**src/rtl/trena_pkg.sv**
```systemverilog
// Shared state encoding for the trena control unit; db_estado codes are the
// state values themselves so the datapath debug decoder can reuse them.
package trena_pkg;

  typedef enum logic [3:0] {
    INICIAL    = 4'h0,
    PREPARACAO = 4'h1,
    MEDE       = 4'h2,
    ENVIA      = 4'h3,
    AGUARDA    = 4'h4,
    FINAL      = 4'h5,
    ESPERA     = 4'h6,
    ERRO       = 4'hE
  } estado_t;

  localparam logic [3:0] DB_INVALIDO = 4'hF;

  function automatic logic [3:0] codigo_db(input estado_t e);
    case (e)
      INICIAL, PREPARACAO, MEDE, ENVIA,
      AGUARDA, FINAL, ESPERA, ERRO: codigo_db = 4'(e);
      default:                      codigo_db = DB_INVALIDO;
    endcase
  endfunction

endpackage

```
**src/rtl/contador_m.sv**
```systemverilog
// Modulo-M counter with synchronous clear/enable; fim flags the last count (M-1).
module contador_m #(
  parameter int M = 16
) (
  input  logic clock,
  input  logic reset,
  input  logic clear,
  input  logic enable,
  output logic fim
);

  localparam int W = (M > 2) ? $clog2(M) : 1;
  localparam logic [W-1:0] ULTIMO = W'(M - 1);

  logic [W-1:0] valor;

  always_ff @(posedge clock) begin
    if (reset || clear)
      valor <= '0;
    else if (enable)
      valor <= fim ? '0 : valor + 1'b1;
  end

  assign fim = (valor == ULTIMO);

endmodule

```
**src/rtl/trena_uc_param.sv**
```systemverilog
// Control unit for the ultrasonic tape measure: triggers a measurement with a
// timeout, then streams NUM_CHARS characters to the UART, optionally repeating.
module trena_uc_param
  import trena_pkg::*;
#(
  parameter int NUM_CHARS        = 4,
  parameter int SEL_W            = 2,
  parameter int TIMEOUT_CYCLES   = 50_000_000,
  parameter int INTERVALO_CYCLES = 25_000_000
) (
  input  logic             clock,
  input  logic             reset,
  input  logic             mensurar,
  input  logic             modo_continuo,
  input  logic             pronto_medida,
  input  logic             pronto_transmissao,
  output logic             zera,
  output logic             medir,
  output logic             partida,
  output logic [SEL_W-1:0] seletor,
  output logic             pronto,
  output logic             erro_timeout,
  output logic [3:0]       db_estado
);

  localparam logic [SEL_W-1:0] ULTIMO = SEL_W'(NUM_CHARS - 1);

  estado_t          estado, proximo;
  logic [SEL_W-1:0] idx;
  logic             fim_timeout, fim_intervalo;

  always_ff @(posedge clock) begin
    if (reset)
      estado <= INICIAL;
    else
      estado <= proximo;
  end

  always_ff @(posedge clock) begin
    if (reset || estado == PREPARACAO)
      idx <= '0;
    else if (estado == AGUARDA && pronto_transmissao && idx != ULTIMO)
      idx <= idx + 1'b1;
  end

  // Both counters are cleared on the cycle before their supervised state begins.
  contador_m #(.M(TIMEOUT_CYCLES)) u_timeout (
    .clock  (clock),
    .reset  (reset),
    .clear  (estado == PREPARACAO),
    .enable (estado == MEDE),
    .fim    (fim_timeout)
  );

  contador_m #(.M(INTERVALO_CYCLES)) u_intervalo (
    .clock  (clock),
    .reset  (reset),
    .clear  (estado == FINAL),
    .enable (estado == ESPERA),
    .fim    (fim_intervalo)
  );

  always_comb begin
    proximo      = INICIAL;
    zera         = 1'b0;
    medir        = 1'b0;
    partida      = 1'b0;
    pronto       = 1'b0;
    erro_timeout = 1'b0;
    seletor      = '0;
    db_estado    = codigo_db(estado);
    case (estado)
      INICIAL: begin
        zera    = 1'b1;
        proximo = mensurar ? PREPARACAO : INICIAL;
      end
      PREPARACAO: begin
        zera    = 1'b1;
        proximo = MEDE;
      end
      MEDE: begin
        medir = 1'b1;
        if (pronto_medida)    proximo = ENVIA;
        else if (fim_timeout) proximo = ERRO;
        else                  proximo = MEDE;
      end
      ENVIA: begin
        partida = 1'b1;
        seletor = idx;
        proximo = AGUARDA;
      end
      AGUARDA: begin
        seletor = idx;
        if (!pronto_transmissao) proximo = AGUARDA;
        else if (idx == ULTIMO)  proximo = FINAL;
        else                     proximo = ENVIA;
      end
      FINAL: begin
        pronto = 1'b1;
        if (mensurar)           proximo = PREPARACAO;
        else if (modo_continuo) proximo = ESPERA;
        else                    proximo = FINAL;
      end
      ESPERA: begin
        pronto = 1'b1;
        if (!modo_continuo)     proximo = FINAL;
        else if (fim_intervalo) proximo = PREPARACAO;
        else                    proximo = ESPERA;
      end
      ERRO: begin
        erro_timeout = 1'b1;
        proximo      = mensurar ? PREPARACAO : ERRO;
      end
      default: proximo = INICIAL;
    endcase
  end

endmodule

```
**config.mk**
```make
export PLATFORM = sky130hd
export DESIGN_NAME = trena_uc_param
export DESIGN_NICKNAME = d
export VERILOG_FILES = /design/src/rtl/trena_pkg.sv /design/src/rtl/contador_m.sv /design/src/rtl/trena_uc_param.sv
export SDC_FILE = /design/constraint.sdc
export NUM_CORES = 1
export LEC_CHECK = 0
export BUFFER_PORTS_ARGS = -buffer_cell sky130_fd_sc_hd__buf_2
export CAP_MARGIN = 20
export CORE_MARGIN = 1
export CORE_UTILIZATION = 45
export DETAILED_ROUTE_END_ITERATION = 7
export GPL_ROUTABILITY_DRIVEN = 0
export SYNTH_ARGS = -nofsm -noshare
export SYNTH_HDL_FRONTEND = slang
export SYNTH_SLANG_ARGS = --single-unit
export TNS_END_PERCENT = 20
```
**constraint.sdc**
```tcl
create_clock -name clock -period 1.7 [get_ports clock]
set_input_delay 0.51 -clock clock [delete_from_list [all_inputs] [get_ports clock]]
set_output_delay 0.51 -clock clock [all_outputs]
set_load 0.03 [all_outputs]
```
==> impl_metrics.yaml, run 1 <==
sta:
  fin_crit_ps: 2030
  clock.fmax_mhz: 492
  tightest_slew_ps: 387
  timing.final.crit_share_pct: 119
  drv_slew: 0
  final.setup_skew_ps: 5.85
  setup_viol: 38
  relSlewSlack_pct: 74.2
  rsz0062_at_grt: "true"
  finalHoldViolCount: 0
  layout_setup_ws_ps: -331
setup_path:
  arrival_ps: 1520
  worst_path_max_delay_cell: "or3b_4"
  crit_family: "simple AND/OR/NAND/NOR gates"
  crit_buf_inv: 1
  startpoint_type: "register"
  endpoint_kind: "primary output"
  path_class: "register to primary output"
  cpPeakStageDelay_ps: 390
  cp_cell_sequence: "or3b_4 > a21oi_4 > and2_4 > buf_6"
  critPathRequiredTime_ps: 1190
  crit_path_max_fanout: 7
floorplanning:
  io_pins: 17
  initial_core_util_pct: 46.7
  dieHeight_um: 83.2
  die_w_um: 83.2
  std_cell_rows: 29
  core_um2: 6350
  die_area_um2: 6920
placement:
  place_hpwl_um: 4410
  place_ws_ps: -101
  port_buffers: 16
  dpl-instance-area_um2: 3410
  dpl.cell_count: 469
global_route:
  grtUsageTotal_pct: 19.7
  grt_max_degree: 25
  antenna_found_initial: 0
  grt_first_pass_wirelength_um: 11100
  first_global_vias: 2512
  overflow: 0
run_status:
  violations: "setup timing"
  status: "complete, but fails checks"
yosys:
  async_flop_share_pct: 0
  syn-num-nets: 360
  synth_common_cells: "nor2_1, dfxtp_1, xnor2_1, nand2_1, nand3_1"
  synth_top_area_share_pct: 38.4
  synth_area_um2: 2970
  syn_avg_cell_area_um2: 8.46
  synth-seq-area-share_pct: 38.4
  synth-edff-count: 0
  synth_area_leaders: "dfxtp_1, xnor2_1, nor2_1"
  synth_warnings: 0
  synth_seq_cells: 57
  synth_cell_types: 48
  synth_flop_cell: "dfxtp_1"
  synth_top_area_cell: "dfxtp_1"
  yosysMostFrequentCell: "nor2_1"
  syn_inst: 351
drt:
  drt_iter0_drc: 94
  drcViolationCount: 0
  drtPass1Iterations: 4
  num_vias: 2621
  wl_per_cell_um: 13.2
  routed_wl_um: 6570
  vias_per_cell: 5.25
  postRouteAntennaNets: 0
power_and_ir_drop:
  ir_worst_vdd_uv: 479
  leakage_nw: 1.46
  power_mw: 3.19
  p_per_area_nw_per_um2: 804
final_layout:
  area_growth_pct: 33.4
  fillers: 527
  stdcell_count: 499
  fin_nets: 426
  drive_gt1_share_pct: 29.6
  n_antenna_cell: 0
  final_area_um2: 3960
clock_tree:
  cts.sinks: 57
  clockBufferDepth: 2
  ctsHoldBuffers: 0
  clock-root-buffer: "clkbuf_8"
  clk_latency_ps: 330
  cts_tree: "done"
  clk_pin_slew_ps: 70
  cts_buffers: 9
  htreeDepth: 3
run:
  drv_cap: 0
min_path:
  hp-class: "register to register"
-- cells in the final DEF, fill, tap and decap left out, types with 3 or more instances in the layout --
cell type,count
a21oi_1,8
a31oi_1,4
and3_1,6
and4_1,5
buf_2,5
buf_4,43
buf_6,18
clkbuf_8,9
clkinv_2,3
dfxtp_1,53
ha_1,3
inv_1,11
nand2_1,28
nand2b_1,4
nand3_1,16
nand4_1,10
nor2_1,62
nor3_1,8
nor3_2,3
nor4_1,6
nor4_2,7
o21ai_0,3
xnor2_1,33
xor2_1,15
-- flip-flops by register name (all words and copies together), names as in the netlist --
register           flops
u_timeout.valor       26
u_intervalo.valor     25
estado                 4
idx                    2
-- final timing paths --
path	slack [ps]	from	depth (start not counted)	to
worst min-delay path	470	u_intervalo.valor[1]	2	u_intervalo.valor[1]
worst max-delay path	-330	estado[1]	4	seletor[0]
worst max register to register	-200	estado[0]	9	estado[2]
worst min register to register	470	u_intervalo.valor[1]	2	u_intervalo.valor[1]
-- worst register-to-register path: cells and delay by family (launching register included) --
kind                   cells  cell delay, ps
AOI/OAI and AO/OA          2             280
and+or+nand+nor            3             520
DFF                        1             350
buffers and inverters      4             650
-- cell type report --
type	count	area [µm²]	area share, %
flip-flops and latches	57	1150	29.1
repair buffers	71	646	16.3
clock buffers	10	128	3.22
clock inverters	6	82.6	2.09
inverters	11	41.3	1.04
well taps	77	96.3	2.43
multi-input cells	267	1820	45.8
-- what timing repair did --
item | in CTS | in global routing
pin swaps | 16 | 8
resized for setup | 37 | 22
gates cloned | 0 | 1
buffers inserted | 7 | 7
endpoints found under the setup margin | 42 | 57
-- stage by stage --
step | util [%] | hold WS [ps] | TNS, ps
after global placement | 53.7 | 460 | -1120
after CTS | 59.8 | 477 | -4090
after global routing | 62.4 | 508 | -8910
after detailed placement | 53.7 | 468 | -1620
after floorplan | - | 449 | 0
final | 62.4 | 473 | -5730
-- per-layer routing --
metal	vias up	routed length, µm	track usage, %
li1	1349	-	-
met5	-	0	0
met1	1213	3350	25.9
met3	10	249	4.87
met4	0	101	8.15
met2	49	2870	30.9
-- power by group --
group / total [mW] / internal, mW / switching, mW
combinational: 0.447 / 0.231 / 0.216
sequential: 1.37 / 1.35 / 0.0165
clock: 1.37 / 0.818 / 0.554
-- kinds of logic (layout without fill, tap and decap cells) --
| logic type | Yosys count | count (layout) | synth area share [%] |
|---|---|---|---|
| and+or+nand+nor | 190 | 190 | 36.0 |
| DFF | 57 | 57 | 38.4 |
| xor gates and xnor gates | 48 | 48 | 14.2 |
| buffers and inverters | 27 | 98 | 4.59 |
| AOI/OAI and AO/OA | 25 | 25 | 5.14 |
| adders and majority gates | 3 | 3 | 1.26 |
| muxes | 1 | 1 | 0.337 |
Power figures use the tool's default switching activity.
==> inputs of run 2 (changes only) <==
--- a/config.mk
+++ b/config.mk
@@ -11,6 +11,7 @@
 export CORE_UTILIZATION = 45
 export DETAILED_ROUTE_END_ITERATION = 7
 export GPL_ROUTABILITY_DRIVEN = 0
+export GPL_TIMING_DRIVEN = 0
 export SYNTH_ARGS = -nofsm -noshare
 export SYNTH_HDL_FRONTEND = slang
 export SYNTH_SLANG_ARGS = --single-unit
==> impl_metrics.yaml, run 2 (synthesized netlist as in run 1, its figures left out) <==
run:
  drv_cap: 0
power_and_ir_drop:
  ir_worst_vdd_uv: 494
  intPower_mw: 2.35
  p_per_area_nw_per_um2: 811
  power_mw: 3.10
  leakage_nw: 1.37
  seqPwrFrac_pct: 43.9
  switching_share_pct: 24.2
  p_sw_uw: 752
  clockPowerShare_pct: 42.6
  comb_power_share_pct: 13.5
setup_path:
  worst_r2r_startpoint: "estado[0]"
  crit_path_max_fanout: 2
  endpoint_kind: "primary output"
  r2r_cells: 10
  path_class: "register to primary output"
  r2r_slack_ps: -240
  arrival_ps: 1570
  startpoint_type: "register"
  critPathRequiredTime_ps: 1190
  r2r-end: "u_timeout.valor[15]"
sta:
  drv_slew: 0
  fin_crit_ps: 2080
  layout_setup_ws_ps: -378
  clock.fmax_mhz: 481
  timing.final.crit_share_pct: 122
  tightest_slew_ps: 536
  setup_viol: 43
  final.setup_skew_ps: 9.17
  rsz0062_at_grt: "true"
  relSlewSlack_pct: 64.2
  finalHoldViolCount: 0
floorplanning:
  std_cell_rows: 29
  initial_core_util_pct: 46.7
  io_pins: 17
  dieHeight_um: 83.2
  die_w_um: 83.2
  die_area_um2: 6920
  core_um2: 6350
run_status:
  violations: "setup timing"
  status: "complete, but fails checks"
clock_tree:
  clk_pin_slew_ps: 70
  htreeDepth: 3
  cts.sinks: 57
  cts_buffers: 9
  ctsHoldBuffers: 0
  cts_tree: "done"
  clock-root-buffer: "clkbuf_8"
  clk_latency_ps: 330
  clockBufferDepth: 2
final_layout:
  fin_nets: 403
  n_antenna_cell: 0
  fin_util_pct: 60.2
  largest_register_ffs: 26
  layout_common_cells: "nor2_1, dfxtp_1, xnor2_1, nand2_1, buf_6"
  regMostFlops: "u_timeout.valor"
  area_growth_pct: 28.8
  final_common_cell: "nor2_1"
  reg_top3: "u_timeout.valor: 26 flops, u_intervalo.valor: 25 flops, estado: 4 flops"
  fillers: 580
  drive_gt1_share_pct: 26.8
global_route:
  overflow: 0
  antenna_found_initial: 0
  grt_max_degree: 11
  first_global_vias: 2320
  grtUsageTotal_pct: 19.6
  grt_first_pass_wirelength_um: 11000
drt:
  vias_per_cell: 5.39
  routed_wl_um: 6640
  num_vias: 2568
  drtPass1Iterations: 4
  drt_iter0_drc: 111
  postRouteAntennaNets: 0
  drcViolationCount: 0
  wl_per_cell_um: 14.0
min_path:
  min_from: "u_intervalo.valor[1]"
  holdPathStages: 2
  worstHoldEndpoint: "u_intervalo.valor[1]"
  hp-class: "register to register"
placement:
  port_buffers: 16
  place_hpwl_um: 4110
[run 2: cell types whose count changed in the layout (fill, tap and decap cells not counted), sizes merged]
cell,previous run,this run
clkinv,3,1
buf,70,44
bufinv,2,1
clkinvlp,1,0
nand4,12,13
clkbuf,11,17
[run 2: metrics by stage]
stage                     setup TNS, ps  cells  worst slack [ps]  area (µm²)  hold slack [ps]
after global placement            -7200    444              -235        3190              461
final                             -7490    476              -378        3820              474
after detailed placement          -6810    444              -212        3190              470
after floorplan                       0    351             0.103        3020              449
after global routing             -11480    476              -443        3820              498
after CTS                         -4370    470              -426        3640              475
[run 2: worst max-delay path by stage]
stage	start	endpoint	depth (start not counted)
2_1_floorplan	estado[1]	seletor[0]	4
6_report	estado[1]	seletor[1]	5
4_1_cts	estado[1]	seletor[0]	5
3_3_place_gp	u_intervalo.valor[0]	u_intervalo.valor[20]	7
5_1_grt	estado[0]	seletor[1]	5
3_5_place_dp	u_intervalo.valor[0]	u_intervalo.valor[18]	7
[run 2: final cells by class]
class,instances,area [µm²],area share [%]
plain buffers,16,164,4.29
clock buffers,14,173,4.52
clock inverters,2,35.0,0.917
inverters,11,41.3,1.08
multi-input cells,268,1880,49.2
flip-flops and latches,57,1150,30.1
well taps,77,96.3,2.52
repair buffers,31,279,7.30
[run 2: critical path, stage by stage, from the launching register on]
cell and delay, ps:
dfxtp_4 350, buf_8 110, or3b_4 370, a21oi_4 130, and2_4 150, buf_6 120
[run 2: per-layer routing]
| metal | up-vias | track usage, % | wire length, µm |
|---|---|---|---|
| met3 | 10 | 3.78 | 290 |
| met1 | 1194 | 27.3 | 3200 |
| met2 | 68 | 29.1 | 3060 |
| met5 | - | 0 | 0 |
| met4 | 0 | 9.40 | 88 |
| li1 | 1296 | - | - |
[run 2: power by group through the flow]
stage	clock network [mW]	logic [mW]	registers, mW
floorplan	0	0.215	1.39
global route	1.42	0.446	1.36
global placement	0	0.278	1.40
CTS	1.36	0.364	1.36
detailed placement	0	0.279	1.40
finish	1.32	0.417	1.36
[run 2: timing repair]
action | 4_1_cts | 5_1_grt
buffers inserted | 9 | 5
endpoints found under the hold margin | 0 | 0
pin swaps | 8 | 7
gates resized for setup | 49 | 28
setup endpoints to repair | 53 | 59
gates cloned | 1 | 1
